### src/rtl/addsub_seq.sv
// addsub_seq: multi-cycle adder/subtractor that works on one DIGIT-bit slice per cycle,
// LSB first, keeping the inter-slice carry in a register.
//
// Parameters:
//   WIDTH  operand/result width (>= 2)
//   DIGIT  bits added per cycle (WIDTH % DIGIT == 0)
//
// Ports:
//   clk, rst_n             clock, asynchronous active-low reset
//   in_valid / in_ready    operand handshake (in_ready only in IDLE)
//   a, b, sub              operands; sub = 1 computes a - b
//   sat                    saturate on signed overflow (only with ADDSUB_SAT_EN)
//   out_valid / out_ready  result handshake (out_valid only in DONE)
//   s                      result
//   c_out                  carry out of the MSB (1 = no borrow when subtracting)
//   of                     signed overflow (unsaturated)
//   zero, neg              derived from the final, possibly saturated, s
//
// Build option: define ADDSUB_SAT_EN to add the sat port and saturating results.
module addsub_seq #(
  parameter int unsigned WIDTH = 32,
  parameter int unsigned DIGIT = 8
) (
  input  logic             clk,
  input  logic             rst_n,
  input  logic             in_valid,
  output logic             in_ready,
  input  logic [WIDTH-1:0] a,
  input  logic [WIDTH-1:0] b,
  input  logic             sub,
`ifdef ADDSUB_SAT_EN
  input  logic             sat,
`endif
  output logic             out_valid,
  input  logic             out_ready,
  output logic [WIDTH-1:0] s,
  output logic             c_out,
  output logic             of,
  output logic             zero,
  output logic             neg
);

  localparam int unsigned NDIG = WIDTH / DIGIT;
  localparam int unsigned CntW = (NDIG > 1) ? $clog2(NDIG) : 1;

  typedef enum logic [1:0] {StIdle, StCalc, StDone} state_e;

  state_e            state_q;
  logic [WIDTH-1:0]  a_q, b_q, res_q, s_q;
  logic              carry_q;
  logic [CntW-1:0]   cnt_q;
  logic              in_ready_q, out_valid_q;
  logic              c_out_q, of_q, zero_q, neg_q;
`ifdef ADDSUB_SAT_EN
  logic              sat_q;
`endif

  logic [DIGIT-1:0]  a_dig, b_dig;
  logic [DIGIT:0]    dig_sum;
  logic [WIDTH-1:0]  res_d, s_fin;
  logic              last_dig, cin_msb, of_fin;

  always_comb begin
    a_dig    = a_q[cnt_q*DIGIT +: DIGIT];
    b_dig    = b_q[cnt_q*DIGIT +: DIGIT];
    dig_sum  = {1'b0, a_dig} + {1'b0, b_dig} + {{DIGIT{1'b0}}, carry_q};
    res_d    = res_q;
    res_d[cnt_q*DIGIT +: DIGIT] = dig_sum[DIGIT-1:0];
    last_dig = (cnt_q == CntW'(NDIG - 1));
    // Result MSB = a ^ b' ^ cin, so the carry into the MSB is recovered from the sum bit.
    // Only meaningful on the last digit, where the MSB sits at the top of the slice.
    cin_msb  = a_q[WIDTH-1] ^ b_q[WIDTH-1] ^ dig_sum[DIGIT-1];
    of_fin   = cin_msb ^ dig_sum[DIGIT];
    s_fin    = res_d;
`ifdef ADDSUB_SAT_EN
    if (sat_q && of_fin) begin
      s_fin = a_q[WIDTH-1] ? {1'b1, {(WIDTH-1){1'b0}}} : {1'b0, {(WIDTH-1){1'b1}}};
    end
`endif
  end

  always_ff @(posedge clk or negedge rst_n) begin
    if (!rst_n) begin
      state_q     <= StIdle;
      a_q         <= '0;
      b_q         <= '0;
      res_q       <= '0;
      s_q         <= '0;
      carry_q     <= 1'b0;
      cnt_q       <= '0;
      in_ready_q  <= 1'b1;
      out_valid_q <= 1'b0;
      c_out_q     <= 1'b0;
      of_q        <= 1'b0;
      zero_q      <= 1'b0;
      neg_q       <= 1'b0;
`ifdef ADDSUB_SAT_EN
      sat_q       <= 1'b0;
`endif
    end else begin
      unique case (state_q)
        StIdle: begin
          if (in_valid) begin
            a_q        <= a;
            // Subtraction as a + ~b + 1: the +1 enters through the initial carry.
            b_q        <= sub ? ~b : b;
            carry_q    <= sub;
            cnt_q      <= '0;
`ifdef ADDSUB_SAT_EN
            sat_q      <= sat;
`endif
            in_ready_q <= 1'b0;
            state_q    <= StCalc;
          end
        end
        StCalc: begin
          res_q   <= res_d;
          carry_q <= dig_sum[DIGIT];
          cnt_q   <= cnt_q + CntW'(1);
          if (last_dig) begin
            s_q         <= s_fin;
            c_out_q     <= dig_sum[DIGIT];
            of_q        <= of_fin;
            zero_q      <= (s_fin == '0);
            neg_q       <= s_fin[WIDTH-1];
            out_valid_q <= 1'b1;
            state_q     <= StDone;
          end
        end
        StDone: begin
          if (out_ready) begin
            out_valid_q <= 1'b0;
            in_ready_q  <= 1'b1;
            state_q     <= StIdle;
          end
        end
        default: begin
          out_valid_q <= 1'b0;
          in_ready_q  <= 1'b1;
          state_q     <= StIdle;
        end
      endcase
    end
  end

  assign in_ready  = in_ready_q;
  assign out_valid = out_valid_q;
  assign s         = s_q;
  assign c_out     = c_out_q;
  assign of        = of_q;
  assign zero      = zero_q;
  assign neg       = neg_q;

endmodule

### config.mk
export PLATFORM = sky130hd
export DESIGN_NAME = addsub_seq
export DESIGN_NICKNAME = d
export VERILOG_FILES = /design/src/rtl/addsub_seq.sv
export SDC_FILE = /design/constraint.sdc
export NUM_CORES = 1
export LEC_CHECK = 0
export BUFFER_PORTS_ARGS = -buffer_cell sky130_fd_sc_hd__buf_4
export CAP_MARGIN = 10
export CORE_MARGIN = 2
export CORE_UTILIZATION = 29
export DETAILED_ROUTE_END_ITERATION = 12
export PLACE_DENSITY_LB_ADDON = 0.3
export REMOVE_ABC_BUFFERS = 1
export SLEW_MARGIN = 10
export SYNTH_ARGS = -nofsm -noshare
export SYNTH_HDL_FRONTEND = slang
export SYNTH_SLANG_ARGS = --single-unit
### constraint.sdc
create_clock -name clk -period 4.35 [get_ports clk]
set_input_delay 1.305 -clock clk [delete_from_list [all_inputs] [get_ports clk]]
set_output_delay 1.305 -clock clk [all_outputs]
set_load 0.05 [all_outputs]
==> flow_summary_export.csv <==
group,metric,value,unit
outcome,status,"completed",
synthesis,synth_cell_types,56,
floorplan,rows,55,
cells_and_area,fin_cells,993,
clock_network,clkSinkCount,138,
global_routing,grt_max_degree,102,
setup_path,crit_start,"cnt_q[0]",
synthesis,synth-simple-area-share,0.101,
synthesis,ys.flop_type,"dfrtp_1",
placement,dp_cells,961,
setup_path,end_kind,"flop",
synthesis,synth_top_family_by_area,"compound AO/OA/AOI/OAI gates",
synthesis,async_flop_share,1.00,
synthesis,synth_compound_area_frac,0.151,
setup_path,crit_arrival,3.76,ns
sta,slew_headroom,0.360,
cells_and_area,layout_commonest_cell,"dfrtp_1",
sta,final.min_clock_period,3.45,ns
synthesis,synth_xor_area_frac,0.0563,
sta,rsz0062_at_grt,"no",
drt,vias,4760,
clock_network,postCtsResizedCells,0,
drt,ant_nets,0,
floorplan,coreArea,0.0226,mm2
drt,drcViolationCount,0,
setup_path,path_max_fanout,11,
cells_and_area,final_nets,779,
floorplan,fp.dieW,155,um
placement,io_buffers,106,
drt,firstDrtPassIters,4,
setup_path,critPathRequiredTime,4.66,ns
global_routing,antenna_found_initial,0,
placement,place_worst_setup_slack,0.919,ns
synthesis,syn_area,0.00664,mm2
drt,wl_per_cell,16.4,um
clock_network,tritoncts,"done",
floorplan,io_pins,107,
synthesis,syn_avg_cell_area,11.2,um2
cells_and_area,mostFrequentLayoutCells,"137 x dfrtp_1, 115 x buf_4, 54 x a21oi_1",
synthesis,ys_seq_area_frac,0.520,
worst_hold_path,min-delay-start,"s[15]",
clock_network,postCtsSetupRepairBufs,0,
clock_network,cts_root_buffer,"clkbuf_16",
synthesis,synth-seq-cells,138,
sta,finalHoldViolCount,0,
clock_network,path_clk_slew,0.06,ns
sta,final.setup_skew,0.0112,ns
job,cap_violations,0,
global_routing,grt_pass1_vias,4779,
floorplan,die_area,0.0241,mm2
drt,wl,16.3,mm
clock_network,htree_levels,4,
placement,gp_congestion,0.758,
cells_and_area,area_delta_synth_final,25.8,%
cells_and_area,drive_above_1_share,0.294,
synthesis,synthMuxAreaShare,0.113,
clock_network,hold_buffers,0,
clock_network,numCtsBuffers,17,
setup_path,worst_setup_path_start_kind,"flop",
setup_path,timing_worst_setup_path_type,"flop to flop",
cells_and_area,final_util,0.370,
global_routing,grtUsageTotal,0.139,
sta,slew_viol_final,0,
synthesis,synth_fa_ha_area_frac,0.0305,
synthesis,synth_edf_count,0,
global_routing,grt_pass1_wl,26.4,mm
floorplan,die_h,155,um
setup_path,r2r-start,"cnt_q[0]",
global_routing,grt.overflow.total,0,
sta,setup_violations,0,
drt,drt-vias-per-instance,4.79,
placement,place_hpwl,11.2,mm
sta,setup_slack,0.904,ns
sta,tightest_slew,0.960,ns
synthesis,syn_inst,594,
drt,drt_iter0_drc,283,
clock_network,clockBufferDepth,2,
floorplan,start_util,0.294,
worst_hold_path,min_path_type,"flop to flop",
sta,max_freq,290,MHz
synthesis,yosysWarnings,0,
cells_and_area,insertedDiodeCount,0,
clock_network,insertion_delay,0.42,ns
sta,period_share,0.792,
cell families after synthesis:
logic type | Yosys count
fa+ha+maj | 15
flops | 138
simple gates | 145
xor+xnor | 39
mux | 51
compound gates | 160
buf+inv | 46
sequential cells by signal, summed over array words and instances (netlist names), 2 cells and up:
name	count
a_q	32
b_q	32
res_q	32
s	32
cnt_q	2
state_q	2
cell type report:
cell class                 count  area [um2]
clock buffer                  21         460
clock inverter                11         121
fill                        2248       14200
inverter                      10        37.5
multi-input combinational    410        3010
sequential                   138        3450
tap                          285         357
timing repair buffer         118         915
synthesized netlist by cell type (2+ instances only):
| master | count | share of area |
|---|---|---|
| nor3b_1 | 2 | 0.0023 |
| nand2_1 | 52 | 0.029 |
| a22o_1 | 25 | 0.033 |
| nand2b_1 | 2 | 0.0019 |
| xor2_1 | 3 | 0.0040 |
| a22oi_1 | 15 | 0.017 |
| mux2_2 | 33 | 0.056 |
| nor3_1 | 4 | 0.0030 |
| dfrtp_1 | 137 | 0.52 |
| nand4_1 | 3 | 0.0028 |
| o21ai_0 | 45 | 0.034 |
| or2_2 | 2 | 0.0019 |
| fa_1 | 2 | 0.0060 |
| xnor2_1 | 34 | 0.045 |
| buf_4 | 2 | 0.0023 |
| buf_1 | 5 | 0.0028 |
| inv_1 | 8 | 0.0045 |
| nor2_1 | 48 | 0.027 |
| clkinv_1 | 2 | 0.0011 |
| o21ai_1 | 3 | 0.0023 |
| mux4_2 | 16 | 0.054 |
| nor4_1 | 3 | 0.0028 |
| or4_1 | 3 | 0.0034 |
| clkbuf_1 | 27 | 0.015 |
| ha_1 | 13 | 0.024 |
| o22ai_1 | 4 | 0.0038 |
| a21oi_1 | 54 | 0.041 |
| buf_2 | 2 | 0.0015 |
| nor2b_1 | 17 | 0.016 |
| mux2i_1 | 2 | 0.0030 |
stage by stage:
| step | cell area, um2 | setup TNS, ns | hold WS, ns |
|---|---|---|---|
| after floorplan | 6500 | -237.32 | 0.442 |
| after global placement | 7770 | 0 | 0.457 |
| after detailed placement | 7770 | 0 | 0.472 |
| after global routing | 8350 | 0 | 0.496 |
| after CTS | 8350 | 0 | 0.485 |
| final | 8350 | 0 | 0.480 |
critical path, cell delays in order (launching register included):
cell and delay [ns]:
dfrtp_1 0.39, buf_4 0.25, mux4_2 0.55, fa_1 0.45, inv_1 0.09, fa_1 0.20, nor2b_1 0.07, o2111ai_1 0.27
a32oi_1 0.15, buf_4 0.20, o32a_1 0.37, o41ai_2 0.35
path summary, 6_finish.rpt:
path,to,slack [ns],depth (start not counted)
worst max-delay path,zero,0.90,11
worst min-delay path,s[15],0.48,2
worst max register to register,zero,0.90,11
worst min register to register,s[15],0.48,2
max in group asynchronous,in_ready,2.58,2
min in group asynchronous,s[24],0.99,1
per-layer routing:
layer  GRT usage  wire length [um]  vias to the layer above
met5           0                 0                        -
met4      0.0249                43                        0
met3      0.0382               807                        6
met2       0.214              7660                      129
met1       0.200              7770                     2305
li1            -                 -                     2320
Power is not shown: default switching activity piles up to over one toggle a cycle in this logic, so the estimate is an artifact.
